[src/rtl/rvc_fetch_aligner_pkg.sv]
// Shared types and encodings for the RVC fetch aligner and its expander.
// Holds opcode constants, the C2 "other" selector and the canonical illegal halfword.
package rvc_fetch_aligner_pkg;

   localparam logic [15:0] RVC_ILLEGAL = 16'h0000;

   localparam logic [6:0] OPC_LOAD   = 7'b0000011;
   localparam logic [6:0] OPC_OP_IMM = 7'b0010011;
   localparam logic [6:0] OPC_STORE  = 7'b0100011;
   localparam logic [6:0] OPC_OP     = 7'b0110011;
   localparam logic [6:0] OPC_LUI    = 7'b0110111;
   localparam logic [6:0] OPC_BRANCH = 7'b1100011;
   localparam logic [6:0] OPC_JALR   = 7'b1100111;
   localparam logic [6:0] OPC_JAL    = 7'b1101111;
   localparam logic [6:0] OPC_SYSTEM = 7'b1110011;

   typedef enum logic [2:0] {
      C2_JR,
      C2_MV,
      C2_EBREAK,
      C2_JALR,
      C2_ADD
   } c2_other_t;

   // C2 funct3=100 is split on bit12 and whether rs2 (and then rd) is x0
   function automatic c2_other_t c2_other_sel(input logic bit12,
                                              input logic [4:0] rd,
                                              input logic [4:0] rs2);
      if (!bit12)
         return (rs2 == 5'd0) ? C2_JR : C2_MV;
      if (rs2 != 5'd0)
         return C2_ADD;
      return (rd == 5'd0) ? C2_EBREAK : C2_JALR;
   endfunction

   function automatic logic [4:0] rvc_reg(input logic [2:0] r);
      return {2'b01, r};
   endfunction

endpackage

[src/rtl/rvc_fetch_aligner_expander.sv]
// Combinational RVC -> RV32I expander.
// Reserved or unsupported encodings raise illegal and return the raw halfword zero-extended.
module rvc_expander
   import rvc_fetch_aligner_pkg::*;
(
   input  logic [15:0] hw,
   output logic [31:0] inst,
   output logic        illegal
);

   logic [4:0]  rd;
   logic [4:0]  rs2;
   logic [4:0]  rdp;
   logic [4:0]  rs1p;
   logic [9:0]  addi4spn_imm;
   logic [6:0]  lw_off;
   logic [11:0] cj_off;
   logic [8:0]  cb_off;
   logic [9:0]  addi16sp_imm;
   logic [7:0]  lwsp_off;
   logic [7:0]  swsp_off;
   logic [31:0] exp_inst;
   logic        ill;
   c2_other_t   c2_sel;

   assign rd   = hw[11:7];
   assign rs2  = hw[6:2];
   assign rdp  = rvc_reg(hw[4:2]);
   assign rs1p = rvc_reg(hw[9:7]);

   // Immediate scatter patterns of the compressed formats
   assign addi4spn_imm = {hw[10:7], hw[12:11], hw[5], hw[6], 2'b00};
   assign lw_off       = {hw[5], hw[12:10], hw[6], 2'b00};
   assign cj_off       = {hw[12], hw[8], hw[10:9], hw[6], hw[7], hw[2], hw[11], hw[5:3], 1'b0};
   assign cb_off       = {hw[12], hw[6:5], hw[2], hw[11:10], hw[4:3], 1'b0};
   assign addi16sp_imm = {hw[12], hw[4:3], hw[5], hw[2], hw[6], 4'b0000};
   assign lwsp_off     = {hw[3:2], hw[12], hw[6:4], 2'b00};
   assign swsp_off     = {hw[8:7], hw[12:9], 2'b00};
   assign c2_sel       = c2_other_sel(hw[12], rd, rs2);

   always_comb begin
      exp_inst = '0;
      ill      = 1'b0;
      case (hw[1:0])
         2'b00: begin
            case (hw[15:13])
               3'b000: begin
                  ill      = (addi4spn_imm == '0);
                  exp_inst = {2'b00, addi4spn_imm, 5'd2, 3'b000, rdp, OPC_OP_IMM};
               end
               3'b010: exp_inst = {5'b0, lw_off, rs1p, 3'b010, rdp, OPC_LOAD};
               3'b110: exp_inst = {5'b0, lw_off[6:5], rdp, rs1p, 3'b010, lw_off[4:0], OPC_STORE};
               default: ill = 1'b1;
            endcase
         end
         2'b01: begin
            case (hw[15:13])
               3'b000: exp_inst = {{7{hw[12]}}, hw[6:2], rd, 3'b000, rd, OPC_OP_IMM};
               3'b001: exp_inst = {cj_off[11], cj_off[10:1], cj_off[11], {8{cj_off[11]}}, 5'd1, OPC_JAL};
               3'b010: exp_inst = {{7{hw[12]}}, hw[6:2], 5'd0, 3'b000, rd, OPC_OP_IMM};
               3'b011: begin
                  if (rd == 5'd2) begin
                     ill      = (addi16sp_imm == '0);
                     exp_inst = {{2{addi16sp_imm[9]}}, addi16sp_imm, 5'd2, 3'b000, 5'd2, OPC_OP_IMM};
                  end else begin
                     ill      = ({hw[12], hw[6:2]} == 6'd0);
                     exp_inst = {{15{hw[12]}}, hw[6:2], rd, OPC_LUI};
                  end
               end
               3'b100: begin
                  case (hw[11:10])
                     2'b00: begin
                        ill      = hw[12];
                        exp_inst = {7'b0000000, hw[6:2], rs1p, 3'b101, rs1p, OPC_OP_IMM};
                     end
                     2'b01: begin
                        ill      = hw[12];
                        exp_inst = {7'b0100000, hw[6:2], rs1p, 3'b101, rs1p, OPC_OP_IMM};
                     end
                     2'b10: exp_inst = {{7{hw[12]}}, hw[6:2], rs1p, 3'b111, rs1p, OPC_OP_IMM};
                     default: begin
                        // bit12=1 selects the RV64 word ops, which do not exist here
                        ill = hw[12];
                        case (hw[6:5])
                           2'b00:   exp_inst = {7'b0100000, rdp, rs1p, 3'b000, rs1p, OPC_OP};
                           2'b01:   exp_inst = {7'b0000000, rdp, rs1p, 3'b100, rs1p, OPC_OP};
                           2'b10:   exp_inst = {7'b0000000, rdp, rs1p, 3'b110, rs1p, OPC_OP};
                           default: exp_inst = {7'b0000000, rdp, rs1p, 3'b111, rs1p, OPC_OP};
                        endcase
                     end
                  endcase
               end
               3'b101: exp_inst = {cj_off[11], cj_off[10:1], cj_off[11], {8{cj_off[11]}}, 5'd0, OPC_JAL};
               3'b110: exp_inst = {{4{cb_off[8]}}, cb_off[7:5], 5'd0, rs1p, 3'b000,
                                   cb_off[4:1], cb_off[8], OPC_BRANCH};
               default: exp_inst = {{4{cb_off[8]}}, cb_off[7:5], 5'd0, rs1p, 3'b001,
                                    cb_off[4:1], cb_off[8], OPC_BRANCH};
            endcase
         end
         2'b10: begin
            case (hw[15:13])
               3'b000: begin
                  ill      = hw[12];
                  exp_inst = {7'b0000000, hw[6:2], rd, 3'b001, rd, OPC_OP_IMM};
               end
               3'b010: begin
                  ill      = (rd == 5'd0);
                  exp_inst = {4'b0000, lwsp_off, 5'd2, 3'b010, rd, OPC_LOAD};
               end
               3'b100: begin
                  case (c2_sel)
                     C2_JR: begin
                        ill      = (rd == 5'd0);
                        exp_inst = {12'h000, rd, 3'b000, 5'd0, OPC_JALR};
                     end
                     C2_MV:     exp_inst = {7'b0000000, rs2, 5'd0, 3'b000, rd, OPC_OP};
                     C2_EBREAK: exp_inst = {12'h001, 5'd0, 3'b000, 5'd0, OPC_SYSTEM};
                     C2_JALR:   exp_inst = {12'h000, rd, 3'b000, 5'd1, OPC_JALR};
                     default:   exp_inst = {7'b0000000, rs2, rd, 3'b000, rd, OPC_OP};
                  endcase
               end
               3'b110: exp_inst = {4'b0000, swsp_off[7:5], rs2, 5'd2, 3'b010, swsp_off[4:0], OPC_STORE};
               default: ill = 1'b1;
            endcase
         end
         default: exp_inst = {16'h0000, hw};
      endcase
      if (hw == RVC_ILLEGAL)
         ill = 1'b1;
   end

   assign illegal = ill;
   assign inst    = ill ? {16'h0000, hw} : exp_inst;

endmodule

[src/rtl/rvc_fetch_aligner.sv]
// Realigns the word-aligned fetch stream into halfword-granular instructions,
// expanding RVC encodings so decode only ever sees 32-bit instructions.
module rvc_fetch_aligner
   import rvc_fetch_aligner_pkg::*;
#(
   parameter logic [31:0] RESET_VECTOR = 32'h1eceb000
) (
   input  logic        clk,
   input  logic        rst,
   input  logic        fetch_valid,
   output logic        fetch_ready,
   input  logic [31:0] fetch_data,
   input  logic        flush,
   input  logic [31:0] flush_pc,
   output logic        inst_valid,
   input  logic        inst_ready,
   output logic [31:0] inst,
   output logic [31:0] inst_pc,
   output logic        inst_compressed,
   output logic        inst_illegal
);

   logic [15:0] hb_q [3];
   logic [15:0] hb_d [3];
   logic [1:0]  cnt_q;
   logic [1:0]  cnt_d;
   logic [31:0] pc_q;
   logic [31:0] pc_d;
   logic        skip_lo_q;
   logic        skip_lo_d;

   logic        head_c;
   logic [31:0] exp_inst;
   logic        exp_illegal;
   logic [1:0]  pop_n;
   logic [1:0]  push_n;
   logic [1:0]  rem;
   logic [15:0] push_hw [2];

   rvc_expander u_expander (
      .hw      (hb_q[0]),
      .inst    (exp_inst),
      .illegal (exp_illegal)
   );

   assign head_c          = (hb_q[0][1:0] != 2'b11);
   assign inst_valid      = !flush && ((cnt_q != 2'd0 && head_c) || cnt_q >= 2'd2);
   assign fetch_ready     = !flush && (cnt_q <= 2'd1);
   assign inst            = head_c ? exp_inst : {hb_q[1], hb_q[0]};
   assign inst_pc         = pc_q;
   assign inst_compressed = head_c;
   assign inst_illegal    = head_c && exp_illegal;

   always_comb begin
      pop_n      = '0;
      push_n     = '0;
      push_hw[0] = fetch_data[15:0];
      push_hw[1] = fetch_data[31:16];
      skip_lo_d  = skip_lo_q;

      if (inst_valid && inst_ready)
         pop_n = head_c ? 2'd1 : 2'd2;

      if (fetch_valid && fetch_ready) begin
         skip_lo_d = 1'b0;
         if (skip_lo_q) begin
            push_n     = 2'd1;
            push_hw[0] = fetch_data[31:16];
         end else begin
            push_n = 2'd2;
         end
      end

      // Survivors shift down by the pop count; new halfwords fill in directly behind them
      rem = cnt_q - pop_n;
      for (int unsigned i = 0; i < 3; i++) begin
         logic [2:0] src;
         logic [2:0] slot;
         src  = 3'(i) + {1'b0, pop_n};
         slot = 3'(i) - {1'b0, rem};
         if (3'(i) < {1'b0, rem})
            hb_d[i] = hb_q[src[1:0]];
         else if (slot == 3'd0)
            hb_d[i] = push_hw[0];
         else
            hb_d[i] = push_hw[1];
      end

      cnt_d = rem + push_n;
      pc_d  = pc_q + {29'b0, pop_n, 1'b0};

      if (flush) begin
         cnt_d     = '0;
         pc_d      = flush_pc;
         skip_lo_d = flush_pc[1];
      end
   end

   always_ff @(posedge clk or posedge rst) begin
      if (rst) begin
         for (int unsigned i = 0; i < 3; i++)
            hb_q[i] <= '0;
         cnt_q     <= '0;
         pc_q      <= RESET_VECTOR;
         skip_lo_q <= 1'b0;
      end else begin
         for (int unsigned i = 0; i < 3; i++)
            hb_q[i] <= hb_d[i];
         cnt_q     <= cnt_d;
         pc_q      <= pc_d;
         skip_lo_q <= skip_lo_d;
      end
   end

endmodule

[config.mk]
export PLATFORM = sky130hd
export DESIGN_NAME = rvc_fetch_aligner
export DESIGN_NICKNAME = d
export VERILOG_FILES = /design/src/rtl/rvc_fetch_aligner_pkg.sv /design/src/rtl/rvc_fetch_aligner_expander.sv /design/src/rtl/rvc_fetch_aligner.sv
export SDC_FILE = /design/constraint.sdc
export NUM_CORES = 1
export LEC_CHECK = 0
export BUFFER_PORTS_ARGS = -buffer_cell sky130_fd_sc_hd__buf_2
export CORE_MARGIN = 2
export CORE_UTILIZATION = 55
export CTS_BUF_LIST = sky130_fd_sc_hd__clkbuf_16
export DETAILED_ROUTE_END_ITERATION = 7
export HOLD_SLACK_MARGIN = 0.02
export PLACE_DENSITY_LB_ADDON = 0.3
export SLEW_MARGIN = 20
export SYNTH_ARGS = -nofsm -noshare
export SYNTH_HDL_FRONTEND = slang
export SYNTH_SLANG_ARGS = --single-unit
[constraint.sdc]
create_clock -name clk -period 5.6 [get_ports clk]
set_input_delay 0.28 -clock clk [delete_from_list [all_inputs] [get_ports clk]]
set_output_delay 0.28 -clock clk [all_outputs]
set_load 0.005 [all_outputs]
==> impl_metrics.tcl, run 1 <==
set metrics [dict create \
    die_y_um 117.5 \
    yosysTopAreaCellShare_pct 25.08 \
    routedWlPerCell_um 20.28 \
    slew_headroom_pct 24.28 \
    viasPerCell 6.677 \
    synthCells 925 \
    dp_slack_ns 2.003 \
    maxCapViolations 0 \
    tns_ns 0 \
    fp.dieW_um 117.5 \
    cts_buffer_depth 2 \
    rows 41 \
    synth_nets 1000 \
    slew_violations 0 \
    routabilityCongestion 1.019 \
    fin_ws_ns 1.903 \
    p_int_uw 2224 \
    cts_tree "done" \
    grtUsageTotal_pct 33.82 \
    synthFlopType "dfrtp_1" \
    grt_overflow_total 0 \
    drc 0 \
    setup_viol 0 \
    start_kind "flip-flop" \
    place_inst 1164 \
    hold_path_class "input pin to flip-flop" \
    nNetsFinal 1079 \
    synth.avg_cell_area_um2 7.659 \
    htreeDepth 3 \
    clkTransAtPathRegs_ns 0.06 \
    grt_max_degree 68 \
    drive_gt1_share_pct 21.21 \
    diodes 0 \
    dieArea_um2 13800 \
    antenna_found_initial 0 \
    grt_pass1_wl_mm 37.96 \
    fin_skew_ns 0.009862 \
    drt_iter0_markers 1418 \
    vias 7885 \
    async_reset_ff_share_pct 100.0 \
    area.growth.synth_to_final_pct 14.46 \
    power_density_nw_per_um2 560.4 \
    cts_made_buffers 9 \
    fp.coreArea_um2 12620 \
    yosysUniqueCellTypes 77 \
    p_leak_uw 0.003285 \
    wirelength_mm 23.95 \
    worst_pin_slew_ns 1.125 \
    stdcell_count 1181 \
    synth_area_leader_cell "dfrtp_1" \
    start_util_pct 56.14 \
    io_pins 137 \
    fmax_ghz 0.2705 \
    place_hpwl_mm 16.31 \
    arrival_ns 3.42 \
    whs_ns 0.1382 \
    cts_sinks 83 \
    ir_drop_mv 0.2414 \
    period_minus_slack_ns 3.697 \
    clkPwrFrac_pct 13.1 \
    worstSetupPathType "flip-flop to output port" \
    fin_crit_sh_pct 66.02 \
    p_switching_uw 2320 \
    synth_top_cells_by_count "nand2_1, clkbuf_1, o21ai_0" \
    cp.required_ns 5.32 \
    pwr-share-comb_pct 59.7 \
    clk_latency_ns 0.34 \
    yosysWarningCount 0 \
    grt_setup_unrepaired "no" \
    synthTopCellsByArea "dfrtp_1, nand2_1, o21ai_0" \
    syn_area_um2 7084 \
    cts_root_buf "clkbuf_16" \
    ant_nets 0 \
    swShare_pct 51.05 \
    synth.yosys.seq_area_share_pct 29.53 \
    synth_edf_count 0 \
    crit_path_end_kind "output port" \
    synth_seq_cells 83 \
    status "complete, no violations" \
    timing_hold_violations_final 0 \
    yosysMostFrequentCell "nand2_1" \
    worstPathMaxFanout 28 \
    seq_power_share_pct 27.2 \
    io_buffers 136 \
    drtPass1Iterations 7 \
    grt_pass1_vias 7367 \
]
## worst max-delay path: stages, from the launching register on
cell	delay, ns
dfrtp_1	0.89
or2_2	0.30
nor4_4	0.06
o32ai_2	0.74
or2_1	0.20
buf_4	0.19
clkinv_2	0.18
o31ai_1	0.33
buf_2	0.17
## power groups by stage
stage | clock network [uW] | registers [uW] | logic (uW)
5_1_grt | 625 | 1250 | 2920
2_1_floorplan | 0 | 941 | 2000
3_5_place_dp | 0 | 1210 | 2600
3_3_place_gp | 0 | 1200 | 2590
4_1_cts | 600 | 1200 | 2620
6_report | 596 | 1230 | 2710
## cell usage in the layout (no fill, tap or decap), types with 5 or more instances in the layout
cell type / n
a221oi_1: 21
xor2_1: 16
o32a_1: 12
clkbuf_16: 9
or4_1: 5
nand2_1: 118
a21oi_1: 58
nor2_1: 66
o211ai_1: 10
nor4_1: 10
nand4_1: 13
o22ai_1: 22
o21ai_0: 74
mux2_2: 10
buf_2: 136
dfstp_2: 12
ha_1: 5
xnor2_1: 14
inv_1: 26
nor2b_1: 22
a31oi_1: 26
a21boi_0: 5
nor3_1: 19
mux2i_1: 31
or3_1: 9
a22o_1: 8
nand2b_1: 8
a211oi_1: 24
and2_1: 5
dfrtp_1: 71
a22oi_1: 16
buf_4: 22
nand3_1: 20
## state kept, by name, summed over array words and instances (netlist names)
| register | flops |
|---|---|
| inst_pc | 32 |
| cnt_q | 2 |
| skip_lo_q | 1 |
| hb_q | 48 |
## metal layers
layer | vias to the layer above | track usage (%) | wire [um]
li1 | 3594 | - | -
met1 | 3651 | 45.93 | 9480
met2 | 558 | 51.35 | 10780
met3 | 82 | 8.285 | 2748
met4 | 0 | 14.91 | 937
met5 | - | 0 | 0
## logic make-up after synthesis
kind of cell               after synthesis  share of synthesized area (%)
AOI/OAI and AO/OA                      319                          30.26
muxes                                   41                          5.970
adders and majority gates                6                          1.166
xor gates and xnor gates                30                          3.709
DFF                                     83                          29.53
and+or+nand+nor                        327                          22.70
buffers and inverters                  119                          6.676
## per-stage QoR
step | total power (uW) | util [%] | area, um2
floorplan | 2936 | - | 7084
global placement | 3791 | 61.83 | 7802
detailed placement | 3810 | 61.83 | 7802
CTS | 4426 | 64.26 | 8109
global route | 4800 | 64.26 | 8109
finish | 4544 | 64.26 | 8109
## area by class of cell
| type | count | area, um2 |
|---|---|---|
| Multi-Input combinational cell | 723 | 4542 |
| Fill cell | 1137 | 4511 |
| Sequential cell | 83 | 2092 |
| Inverter | 28 | 107.6 |
| Timing Repair Buffer | 159 | 855.8 |
| Clock buffer | 9 | 225.2 |
| Tap cell | 172 | 215.2 |
| Clock inverter | 7 | 71.32 |
## final timing paths
check / start / cells past startpoint / slack, ns / to
worst max-delay path: hb_q[46] / 8 / 1.90 / inst[19]
worst min-delay path: flush_pc[14] / 3 / 0.14 / inst_pc[14]
worst max register to register: hb_q[33] / 10 / 1.96 / inst_pc[19]
worst min register to register: inst_pc[0] / 1 / 0.51 / inst_pc[0]
max in group asynchronous: rst / 4 / 3.99 / inst_pc[3]
min in group asynchronous: rst / 3 / 0.51 / hb_q[9]
## timing repair
item,4_1_cts,5_1_grt
buffers inserted,0,0
gates resized for setup,0,0
hold buffers,1,0
endpoints found under the hold margin,28,0
Power figures use the tool's default switching activity.
==> run 2, diff against run 1 <==
--- a/config.mk
+++ b/config.mk
@@ -7,7 +7,7 @@
 export LEC_CHECK = 0
 export BUFFER_PORTS_ARGS = -buffer_cell sky130_fd_sc_hd__buf_2
 export CORE_MARGIN = 2
-export CORE_UTILIZATION = 55
+export CORE_UTILIZATION = 52
 export CTS_BUF_LIST = sky130_fd_sc_hd__clkbuf_16
 export DETAILED_ROUTE_END_ITERATION = 7
 export HOLD_SLACK_MARGIN = 0.02
==> constraint.sdc (replaced) <==
create_clock -name clk -period 3.3 [get_ports clk]
set_input_delay 0.165 -clock clk [delete_from_list [all_inputs] [get_ports clk]]
set_output_delay 0.165 -clock clk [all_outputs]
set_load 0.005 [all_outputs]
==> run 2 against run 1 <==
  * Critical endpoint unchanged
  * Register-to-register slack worse by 1.6 ns
  * Worst setup slack got worse by 1.7 ns
  * Power grew 75%
  * Final cell count is 2.6% higher
  * Global-route usage decreased by 0.12 points
  * Via count grew 2.4%
  * Die area grew 5.6%
  * Sequential cell count unchanged
  * Sequential power increased by 41%
  * Clock-buffer cell count did not move
  * Hold slack got worse by 0.11 ns
  * Sequential share of layout area fell by 0.81 points
==> impl_metrics.tcl, run 2 (synthesized netlist as in run 1, its figures left out) <==
set metrics [dict create \
    status "complete, no violations" \
    pwr-share-comb_pct 65.4 \
    fmax_ghz 0.3215 \
    routabilityCongestion 0.9698 \
    cts_sinks 83 \
    worstHoldPathCells 3 \
    cts_tree "done" \
    clk_latency_ns 0.35 \
    maxCapViolations 0 \
    grt_pass1_wl_mm 38.65 \
    ant_nets 0 \
    mostFrequentLayoutCell "buf_2" \
    fillers 1205 \
    grtUsageTotal_pct 33.70 \
    cts_setup_buffers 0 \
    diodes 0 \
    drt_iter0_markers 1346 \
    routedWlPerCell_um 20.51 \
    area.growth.synth_to_final_pct 18.16 \
    drc 0 \
    tns_ns 0 \
    rows 42 \
    r2r_cells 10 \
    wirelength_mm 24.86 \
    clkTransAtPathRegs_ns 0.06 \
    crit_path_end_kind "output port" \
    io_buffers 136 \
    fp.dieW_um 120.7 \
    drive_gt1_share_pct 22.78 \
    slew_violations 0 \
    place_hpwl_mm 17.16 \
    place_inst 1190 \
    arrival_ns 2.95 \
    cts_buffer_depth 2 \
    p_switching_uw 3984 \
    grt_setup_unrepaired "no" \
    power_density_nw_per_um2 950.0 \
    mostFrequentLayoutCells "buf_2, nand2_1, o21ai_0" \
    holdPathEnd "inst_pc[27]" \
    grt_overflow_total 0 \
    setup_viol 0 \
    cts_root_buf "clkbuf_16" \
    fin_crit_sh_pct 94.26 \
    die_y_um 120.7 \
    fin_skew_ns 0.005225 \
    slew_headroom_pct 37.32 \
    start_util_pct 53.28 \
    antenna_found_initial 0 \
    cts_made_buffers 9 \
    stdcell_count 1212 \
    dieArea_um2 14570 \
    seq_power_share_pct 21.9 \
    p_int_uw 3968 \
    p_leak_uw 0.003427 \
    viasPerCell 6.664 \
    start_kind "flip-flop" \
    clkPwrFrac_pct 12.6 \
    vias 8077 \
    nNetsFinal 1106 \
    worstSetupPathType "flip-flop to output port" \
    htreeDepth 3 \
    swShare_pct 50.10 \
    fp.coreArea_um2 13300 \
    io_pins 137 \
    timing_hold_violations_final 0 \
    largest_reg_flops 48 \
    reg2reg_to "inst_pc[25]" \
    period_minus_slack_ns 3.111 \
    worstPathMaxFanout 32 \
    ir_drop_mv 0.3780 \
    hold_path_class "input pin to flip-flop" \
    reg2reg_slack_ns 0.37 \
    r2r-start "hb_q[32]" \
    grt_max_degree 61 \
    grt_pass1_vias 7293 \
    regMostFlops "hb_q" \
    worst_pin_slew_ns 0.9391 \
    hold_start "flush_pc[27]" \
    cp.required_ns 3.13 \
    drtPass1Iterations 8 \
]
==> run 2: cell count changes in the layout (fill, tap and decap cells not counted), moves of 2 or more <==
cell           before  now
buf_4              22   40
buf_12              0    4
clkinv_2            2    4
dlygate4sd3_1       1    6
inv_1              26   24
==> run 2: how the worst max path moves through the flow <==
stage          startpoint     endpoint  cells after the start
4_1_cts          hb_q[44]      inst[4]                      7
2_1_floorplan    hb_q[33]  inst_pc[28]                     13
6_report         hb_q[32]     inst[19]                      7
3_3_place_gp     hb_q[32]  inst_pc[25]                     10
3_5_place_dp     hb_q[32]  inst_pc[25]                     10
5_1_grt          hb_q[33]     inst[19]                      9
==> run 2: per-stage QoR <==
step                      util [%]  instance area (um2)  power [uW]  setup slack (ns)  hold WS (ns)
after global routing         62.96                 8371        8410           0.03122       0.03810
after floorplan                  -                 7088        4986           0.02581        0.2794
after detailed placement     60.30                 8016        6757            0.4008        0.2737
final                        62.96                 8371        7952            0.1893       0.02609
after CTS                    62.96                 8371        7788            0.2368       0.02400
after global placement       60.30                 8016        6751            0.4683        0.2809
==> run 2: final cells by class <==
type,instances,area [um2],area share (%)
sequential,83,2092,24.99
inverter,28,107.6,1.285
multi-input combinational,723,4536,54.19
clock buffer,9,225.2,2.691
timing repair buffer,186,1121,13.39
tap,176,220.2,2.631
clock inverter,7,68.82,0.8221
==> run 2: worst max-delay path, cell delays in order (launching register included) <==
cell and delay, ns:
dfrtp_1 0.41, buf_4 0.25, or3_1 0.44, o32ai_2 0.35, or2_1 0.30, clkinv_2 0.23, o31ai_1 0.42, buf_2 0.19
==> run 2: what timing repair did <==
item,CTS,global route
hold endpoints to repair,38,0
gates resized for setup,0,0
hold buffers,6,0
==> run 2: power by group through the flow <==
stage | sequential (uW) | clock [uW] | combinational (uW)
CTS | 1730 | 1020 | 5050
floorplan | 1600 | 0 | 3390
finish | 1740 | 1010 | 5200
global placement | 1730 | 0 | 5020
global route | 1780 | 1060 | 5570
detailed placement | 1740 | 0 | 5020
==> run 2: routing by layer <==
metal,vias to the layer above,GRT usage (%),share of wire [%]
li1,3643,-,-
met1,3788,48.15,41
met2,556,50.04,44
met3,90,6.274,11
met4,0,14.03,3.6
met5,-,0,0
